### config.mk
export PLATFORM = sky130hd
export DESIGN_NAME = stage_sequencer
export DESIGN_NICKNAME = d
export VERILOG_FILES = /design/src/rtl/stage_sequencer.sv
export SDC_FILE = /design/constraint.sdc
export NUM_CORES = 1
export LEC_CHECK = 0
export BUFFER_PORTS_ARGS = -buffer_cell sky130_fd_sc_hd__buf_4
export CORE_ASPECT_RATIO = 0.5
export CORE_MARGIN = 2
export CORE_UTILIZATION = 45
export CTS_BUF_LIST = sky130_fd_sc_hd__clkbuf_8 sky130_fd_sc_hd__clkbuf_16
export CTS_CLUSTER_SIZE = 16
export DETAILED_ROUTE_END_ITERATION = 10
export PLACE_DENSITY_LB_ADDON = 0.05
export SYNTH_ARGS = -nofsm -noshare
export SYNTH_HDL_FRONTEND = slang
export SYNTH_SLANG_ARGS = --single-unit
### constraint.sdc
create_clock -name clock -period 4 [get_ports clock]
set_input_delay 1 -clock clock [delete_from_list [all_inputs] [get_ports clock]]
set_output_delay 1 -clock clock [all_outputs]
set_load 0.02 [all_outputs]
### src/rtl/stage_sequencer.sv
// -----------------------------------------------------------------------------
// stage_sequencer
//   Multi-cycle control sequencer for the RISC core. Walks each instruction
//   through IF/ID/EX/MEM/WB, issues PC/IR/register-file/data-memory enables,
//   stalls on memory wait states and stops the core on HALT.
//
// Ports
//   clock        in   processor clock, rising-edge active
//   reset        in   asynchronous active-low reset (state -> IF, counter -> 0)
//   instr_class  in   [2:0] decoded class of IR (0 ALU,1 LOAD,2 STORE,
//                     3 BRANCH,4 JUMP,5 HALT, 6/7 treated as ALU)
//   branch_taken in   ALU comparison result, used only in EX
//   mem_ready    in   memory handshake, used in IF and MEM
//   stage        out  [4:0] one-hot stage (IF,ID,EX,MEM,WB), zero when halted
//   ir_write     out  load instruction register
//   pc_write     out  load PC
//   pc_src       out  [1:0] PC mux: 0 PC+1, 1 branch target, 2 jump target
//   mem_read     out  memory read strobe
//   mem_write    out  data memory write strobe
//   reg_write    out  register file write enable
//   halted       out  core stopped
//   retired      out  [CNT_W-1:0] completed-instruction count, wraps
// -----------------------------------------------------------------------------
module stage_sequencer #(
    parameter int CNT_W = 16
) (
    input  logic             clock,
    input  logic             reset,
    input  logic [2:0]       instr_class,
    input  logic             branch_taken,
    input  logic             mem_ready,
    output logic [4:0]       stage,
    output logic             ir_write,
    output logic             pc_write,
    output logic [1:0]       pc_src,
    output logic             mem_read,
    output logic             mem_write,
    output logic             reg_write,
    output logic             halted,
    output logic [CNT_W-1:0] retired
);

    localparam logic [2:0] S_IF   = 3'd0;
    localparam logic [2:0] S_ID   = 3'd1;
    localparam logic [2:0] S_EX   = 3'd2;
    localparam logic [2:0] S_MEM  = 3'd3;
    localparam logic [2:0] S_WB   = 3'd4;
    localparam logic [2:0] S_HALT = 3'd5;

    localparam logic [2:0] C_ALU    = 3'd0;
    localparam logic [2:0] C_LOAD   = 3'd1;
    localparam logic [2:0] C_STORE  = 3'd2;
    localparam logic [2:0] C_BRANCH = 3'd3;
    localparam logic [2:0] C_JUMP   = 3'd4;
    localparam logic [2:0] C_HALT   = 3'd5;

    localparam logic [1:0] PC_INC    = 2'd0;
    localparam logic [1:0] PC_BRANCH = 2'd1;
    localparam logic [1:0] PC_JUMP   = 2'd2;

    logic [2:0]       state_q, state_d;
    logic [2:0]       cls_q, cls_d;
    logic [CNT_W-1:0] cnt_q, cnt_d;
    logic [2:0]       cur_cls;
    logic             retire;

    // Reserved encodings fold onto ALU so they follow the ALU path.
    function automatic logic [2:0] norm_class(input logic [2:0] c);
        return (c > C_HALT) ? C_ALU : c;
    endfunction

    // In ID the decoder output is used live and captured; later stages only
    // see the captured copy, so decoder glitches after ID cannot steer us.
    assign cur_cls = (state_q == S_ID) ? norm_class(instr_class) : cls_q;
    assign cls_d   = cur_cls;

    // NOTE: every output and next-state variable gets a default before the
    // case so no path leaves one unassigned and no latch is inferred.
    always_comb begin
        state_d  = state_q;
        retire   = 1'b0;
        ir_write = 1'b0;
        pc_write = 1'b0;
        pc_src   = PC_INC;
        case (state_q)
            S_IF: begin
                // Fetch strobes are qualified by reset so they stay quiet while
                // reset is held even though mem_ready may be high.
                if (mem_ready && reset) begin
                    ir_write = 1'b1;
                    pc_write = 1'b1;
                    state_d  = S_ID;
                end
            end
            S_ID: begin
                case (cur_cls)
                    C_JUMP: begin
                        pc_write = 1'b1;
                        pc_src   = PC_JUMP;
                        retire   = 1'b1;
                        state_d  = S_IF;
                    end
                    C_HALT: begin
                        retire  = 1'b1;
                        state_d = S_HALT;
                    end
                    default: state_d = S_EX;
                endcase
            end
            S_EX: begin
                case (cur_cls)
                    C_LOAD, C_STORE: state_d = S_MEM;
                    C_BRANCH: begin
                        pc_write = branch_taken;
                        pc_src   = branch_taken ? PC_BRANCH : PC_INC;
                        retire   = 1'b1;
                        state_d  = S_IF;
                    end
                    default: state_d = S_WB;
                endcase
            end
            S_MEM: begin
                if (mem_ready) begin
                    if (cur_cls == C_STORE) begin
                        retire  = 1'b1;
                        state_d = S_IF;
                    end else begin
                        state_d = S_WB;
                    end
                end
            end
            S_WB: begin
                retire  = 1'b1;
                state_d = S_IF;
            end
            S_HALT:  state_d = S_HALT;
            default: state_d = S_IF;
        endcase
    end

    assign cnt_d = cnt_q + {{(CNT_W-1){1'b0}}, retire};

    // NOTE: sequential state uses non-blocking assignments so every register
    // samples pre-edge values regardless of statement order.
    always_ff @(posedge clock or negedge reset) begin
        if (!reset) begin
            state_q <= S_IF;
            cls_q   <= C_ALU;
            cnt_q   <= '0;
        end else begin
            state_q <= state_d;
            cls_q   <= cls_d;
            cnt_q   <= cnt_d;
        end
    end

    // Moore outputs decoded from state and the captured class.
    always_comb begin
        stage = 5'b00000;
        case (state_q)
            S_IF:    stage = 5'b00001;
            S_ID:    stage = 5'b00010;
            S_EX:    stage = 5'b00100;
            S_MEM:   stage = 5'b01000;
            S_WB:    stage = 5'b10000;
            default: stage = 5'b00000;
        endcase
    end

    assign mem_read  = (state_q == S_IF) || ((state_q == S_MEM) && (cls_q == C_LOAD));
    assign mem_write = (state_q == S_MEM) && (cls_q == C_STORE);
    assign reg_write = (state_q == S_WB);
    assign halted    = (state_q == S_HALT);
    assign retired   = cnt_q;

endmodule

## After elaboration in Yosys (flattened, before gate mapping)

Index checks and enable logic that the tools add are counted.

| word-level totals | value |
|---|---|
| bits in registers | 22 |
| bits of input ports | 7 |
| output and inout port bits | 29 |
| word-level logic and storage cells | 50 |

| operators by class | value |
|---|---|
| add/sub/neg operators | 1 |
| magnitude comparators | 1 |
| eq/ne operators | 14 |
| muxes and demuxes | 23 |
| reduce and logical (&&, ||, !) cells | 8 |

Operator list:

| operator | number |
|---|---|
| $pmux 5 s5 | 1 |
| $add 16x1->16 | 1 |
| $eq 3x2->1 const B | 5 |
| $mux 3 | 5 |
| $pmux 3 s5 | 1 |
| $eq 3x3->1 const B | 4 |
| $pmux 3 s2 | 2 |
| $mux 1 | 10 |
| $eq 3x1->1 const B | 3 |
| $ne 2x2->1 const B | 2 |
| $pmux 1 s4 | 1 |
| $pmux 2 s2 | 1 |
| $reduce_or 2->1 | 2 |
| $gt 3x3->1 const B | 1 |
| $logic_and 1x1->1 | 3 |
| $logic_not 3->1 | 1 |
| $pmux 1 s3 | 1 |
| $mux 2 | 1 |
| $reduce_and 2->1 | 1 |
| $logic_or 1x1->1 | 1 |

## Longest topological paths before layout

| logic depth | value |
|---|---|
| word-level depth | 8 |
| mapped depth | 10 |
| depth with buffers taken out | 10 |

## Worst setup path before layout

Ideal clock, no wire load.

| timing path | value |
|---|---|
| path type | input to output |
| start | input branch_taken |
| end | output pc_write |
| data arrival time | 2.026 ns |
| data required time | 3.000 ns |
| slack | 0.974 ns |
| stages on the path | 3 |
| buffers on the path | 0 |
| cell sequence | nand2_1 -> nor4_1 -> or3_1 |

| between the ends | value |
|---|---|
| cells in the longest elaborated chain, start to end | 2 |

RTL lines:

| item | RTL line | RTL |
|---|---|---|
| start: declaration | 30 | `input logic branch_taken,` |
| $mux 1 | 111 | `case (cur_cls)` |
| $pmux 1 s3 | 85 | `case (state_q)` |
| end: declaration | 34 | `output logic pc_write,` |

No other way between the ends.

## Final worst setup path

| timing path | value |
|---|---|
| start | input instr_class[2] |
| end | output pc_write |

| between the ends | value |
|---|---|
| cells in the longest elaborated chain, start to end | 6 |

RTL lines:

| item | RTL line | RTL |
|---|---|---|
| start: declaration | 29 | `input logic [2:0] instr_class,` |
| $gt 3x3->1 | 69 | `return (c > C_HALT) ? C_ALU : c;` |
| $mux 3 * | 69 |  |
| $mux 3 * | 74 | `assign cur_cls = (state_q == S_ID) ? norm_class(instr_class) : cls_q;` |
| $eq 3x2->1 or $eq 3x3->1 (tied branches) | 111, 96 |  |
| $mux 1, on equally long branches | 111, 96 |  |
| $pmux 1 s3 * | 85 |  |

Mark *: on every way between the ends. The rest lies on a longest branch, timed or not.

==> run_summary.xml <==
<?xml version="1.0" encoding="UTF-8"?>
<metrics>
  <group name="logic_synthesis">
    <metric name="post-synth-top-count-cell" unit="">sky130_fd_sc_hd__dfrtp_1</metric>
    <metric name="synth_top_flop_cell" unit="">sky130_fd_sc_hd__dfrtp_1</metric>
    <metric name="synth_enable_flop_cells" unit="">0</metric>
    <metric name="synthArstFlopShare" unit="%">100</metric>
    <metric name="yosysWarnings" unit="">0</metric>
    <metric name="postSynthAreaPerCell" unit="µm²">10.2</metric>
    <metric name="synth_top_area_share" unit="%">47.2</metric>
    <metric name="ys_types" unit="">35</metric>
    <metric name="synth_area_leader_cell" unit="">sky130_fd_sc_hd__dfrtp_1</metric>
    <metric name="post_synthesis_register_bit_count" unit="">22</metric>
    <metric name="syn-num-nets" unit="">124</metric>
    <metric name="synthTopCellsByCount" unit="">22 x sky130_fd_sc_hd__dfrtp_1, 11 x sky130_fd_sc_hd__xnor2_1, 9 x sky130_fd_sc_hd__nand2_1</metric>
    <metric name="ys_seq_area_share" unit="%">47.2</metric>
    <metric name="ys_top_cells_by_area" unit="">sky130_fd_sc_hd__dfrtp_1 47%, sky130_fd_sc_hd__xnor2_1 8.3%, sky130_fd_sc_hd__ha_1 3.2%, sky130_fd_sc_hd__xor2_1 3.0%, sky130_fd_sc_hd__nand2_1 2.9%</metric>
    <metric name="syn_inst" unit="">114</metric>
    <metric name="synth.cell_area" unit="µm²">1170</metric>
  </group>
  <group name="clock_network">
    <metric name="insertion_delay" unit="ns">0.25</metric>
    <metric name="clk_root_buffer_cell" unit="">sky130_fd_sc_hd__clkbuf_8</metric>
    <metric name="cts_max_path_buffers" unit="">2</metric>
    <metric name="cts_htree_levels" unit="">1</metric>
    <metric name="ctsResizeCount" unit="">0</metric>
    <metric name="clock_tree_from_tritoncts" unit="">yes</metric>
    <metric name="clkSinkCount" unit="">22</metric>
    <metric name="clock_input_transition_at_the_sequential_cells_of_the_worst_setup_and_hold_paths" unit="ns">0.07</metric>
    <metric name="cts_post_setup_buffers_inserted" unit="">0</metric>
    <metric name="post_cts_hold_buffer_count" unit="">0</metric>
    <metric name="tritoncts_buffers" unit="">3</metric>
  </group>
  <group name="run_status">
    <metric name="outcome" unit="">finished, final reports clean</metric>
  </group>
  <group name="job">
    <metric name="maxcap_violations" unit="">0</metric>
  </group>
  <group name="critical_path">
    <metric name="critical_path_required" unit="ns">3.00</metric>
    <metric name="worst_ep_arrival_time" unit="ns">1.94</metric>
    <metric name="crit_path_frequent_cell" unit="">sky130_fd_sc_hd__buf_4</metric>
    <metric name="worst-path-buf-inv" unit="">2</metric>
    <metric name="path_cells" unit="">buf_4 -&gt; a21boi_0 -&gt; nor2_1 -&gt; or3_1 -&gt; buf_4</metric>
    <metric name="timing.setup.critical_path_class" unit="">input pin to output pin</metric>
    <metric name="worst_setup_path_start_kind" unit="">input pin</metric>
    <metric name="r2r.worst_path.cells" unit="">10</metric>
    <metric name="crit-reg2reg-capture" unit="">retired[12]$_DFF_PN0_</metric>
    <metric name="cp_top_family" unit="">simple AND/OR/NAND/NOR gates</metric>
    <metric name="crit_path_top_delay_cell" unit="">sky130_fd_sc_hd__or3_1</metric>
    <metric name="slowest_delay" unit="ns">0.34</metric>
    <metric name="beginning_of_the_worst_register_to_register_path" unit="">cls_q[0]$_DFF_PN0_</metric>
    <metric name="ff2ff_setup_slack" unit="ns">1.71</metric>
    <metric name="crit_path_end_kind" unit="">output pin</metric>
    <metric name="worstPathMaxFanout" unit="">3</metric>
  </group>
  <group name="routing">
    <metric name="ant_nets" unit="">0</metric>
    <metric name="dr_drc_count" unit="">0</metric>
    <metric name="first_iter_violations" unit="">15</metric>
    <metric name="routed_wl" unit="mm">2.30</metric>
    <metric name="detail_route.vias_per_cell" unit="">5.00</metric>
    <metric name="route.vias.total" unit="">920</metric>
    <metric name="drt_pass1_iterations" unit="">4</metric>
    <metric name="avgRoutedWirePerCell" unit="µm">12.5</metric>
  </group>
  <group name="global_route">
    <metric name="global_route_wire_length_before_repair" unit="mm">3.89</metric>
    <metric name="antenna_found_initial" unit="">0</metric>
    <metric name="maximum_number_of_pins_on_one_net_before_global_route_repair" unit="">24</metric>
    <metric name="grt.overflow.total" unit="">0</metric>
    <metric name="grt.total_usage" unit="%">17.2</metric>
    <metric name="first_global_vias" unit="">865</metric>
  </group>
  <group name="die">
    <metric name="start_util" unit="%">50.2</metric>
    <metric name="placeableCoreArea" unit="µm²">2330</metric>
    <metric name="count_of_pins_on_the_block_boundary" unit="">36</metric>
    <metric name="die_h" unit="µm">40.0</metric>
    <metric name="fp.dieArea" unit="µm²">3040</metric>
    <metric name="placement_rows" unit="">12</metric>
    <metric name="die_width" unit="µm">76.0</metric>
  </group>
  <group name="timing">
    <metric name="report.final.setup_viol" unit="">0</metric>
    <metric name="share_of_the_cycle_needed_by_the_critical_path_after_routing" unit="%">73.5</metric>
    <metric name="fin_tns_setup" unit="ns">0</metric>
    <metric name="period_needed" unit="ns">2.94</metric>
    <metric name="unrepaired_setup_endpoints_after_global_routing" unit="">no</metric>
    <metric name="timing.slew.headroom" unit="%">76.1</metric>
    <metric name="finalClockSkew" unit="ns">0.00217</metric>
    <metric name="max_freq" unit="GHz">0.340</metric>
    <metric name="tightest_slew" unit="ns">0.358</metric>
    <metric name="final_max_slew_viols" unit="">0</metric>
    <metric name="worst_hold_slack" unit="ns">0.469</metric>
    <metric name="final_hold_viol_count" unit="">0</metric>
  </group>
  <group name="layout">
    <metric name="synthToLayoutAreaGrowth" unit="%">27.8</metric>
    <metric name="fin_cells" unit="">184</metric>
    <metric name="antenna_cells_inserted" unit="">0</metric>
    <metric name="drive_above_1_share" unit="%">30.2</metric>
    <metric name="final_nets" unit="">161</metric>
    <metric name="final_util" unit="%">64.1</metric>
  </group>
  <group name="worst_hold_path">
    <metric name="worst_hold_path.num_cells" unit="">1</metric>
    <metric name="hold_start" unit="">retired[15]$_DFF_PN0_</metric>
    <metric name="timing.hold.worst.class" unit="">flip-flop to flip-flop</metric>
    <metric name="worstHoldEndpoint" unit="">retired[15]$_DFF_PN0_</metric>
  </group>
  <group name="placement">
    <metric name="io_buffers" unit="">35</metric>
    <metric name="place_hpwl" unit="mm">1.73</metric>
    <metric name="dp_cells" unit="">181</metric>
    <metric name="gpl.final_weighted_congestion" unit="">0.912</metric>
  </group>
  <group name="power">
    <metric name="power_per_cell_area" unit="nW/µm²">609</metric>
    <metric name="total_leakage_power" unit="nW">0.752</metric>
    <metric name="vdd_ir_drop_max" unit="µV">324</metric>
  </group>
</metrics>
-- cell usage in the layout, fill, tap and decap left out, types with 4 or more instances in the layout --
cell type and n:
sky130_fd_sc_hd__a21oi_1 5, sky130_fd_sc_hd__nand4_1 4, sky130_fd_sc_hd__xor2_1 4, sky130_fd_sc_hd__nand2_1 9, sky130_fd_sc_hd__dfrtp_1 22, sky130_fd_sc_hd__nand3_1 6
sky130_fd_sc_hd__inv_1 6, sky130_fd_sc_hd__xnor2_1 11, sky130_fd_sc_hd__nor2_1 7, sky130_fd_sc_hd__buf_4 35
-- registers in the layout, indices dropped and copies added (netlist names) --
register and flops:
retired 16, cls_q 3, state_q 3
-- cells by family (layout without fill, tap and decap cells) --
family                     after synthesis  count (layout)  share of synthesized area [%]
buffers and inverters                    9              44                           3.97
DFF                                     22              22                           47.2
AOI/OAI and AO/OA                       15              15                           8.57
and+or+nand+nor                         47              47                           22.7
muxes                                    3               3                           3.11
xor gates and xnor gates                15              15                           11.3
adders and majority gates                3               3                           3.22
-- routing by layer --
layer | track usage [%] | share of wire [%] | routed length, µm
met1 | 21.8 | 50 | 1160
met2 | 30.1 | 42 | 964
met3 | 5.63 | 7.0 | 160
met4 | 4.09 | 0.61 | 14
met5 | 0 | 0 | 0
-- layout make-up --
type | instances | area (µm²)
well taps | 35 | 43.8
clock buffers | 3 | 41.3
repair buffers | 35 | 263
inverters | 6 | 22.5
multi-input cells | 83 | 571
fillers | 208 | 836
flip-flops and latches | 22 | 551
-- power by group --
group          leakage (nW)  total [mW]  internal [mW]  switching [mW]
registers             0.293       0.352          0.273          0.0788
clock network        0.0216       0.129         0.0670          0.0625
logic                 0.437       0.428          0.195           0.232
total                 0.752       0.909          0.535           0.374
-- per-stage QoR --
stage	setup WS (ns)	instance area [µm²]	power (mW)
6_report	1.06	1490	0.909
5_1_grt	0.991	1490	0.975
4_1_cts	1.06	1490	0.916
3_5_place_dp	1.06	1450	0.782
3_3_place_gp	1.05	1450	0.785
2_1_floorplan	0.974	1170	0.636
-- worst max-delay path by stage --
| stage | slack [ns] | endpoint | cells past startpoint | start |
|---|---|---|---|---|
| 6_report | 1.06 | pc_write | 5 | instr_class[2] |
| 5_1_grt | 0.99 | pc_write | 5 | instr_class[2] |
| 4_1_cts | 1.06 | pc_write | 5 | instr_class[2] |
| 3_5_place_dp | 1.06 | pc_write | 5 | reset |
| 3_3_place_gp | 1.05 | pc_write | 5 | reset |
| 2_1_floorplan | 0.97 | pc_write | 3 | branch_taken |
Power figures use the tool's default switching activity.
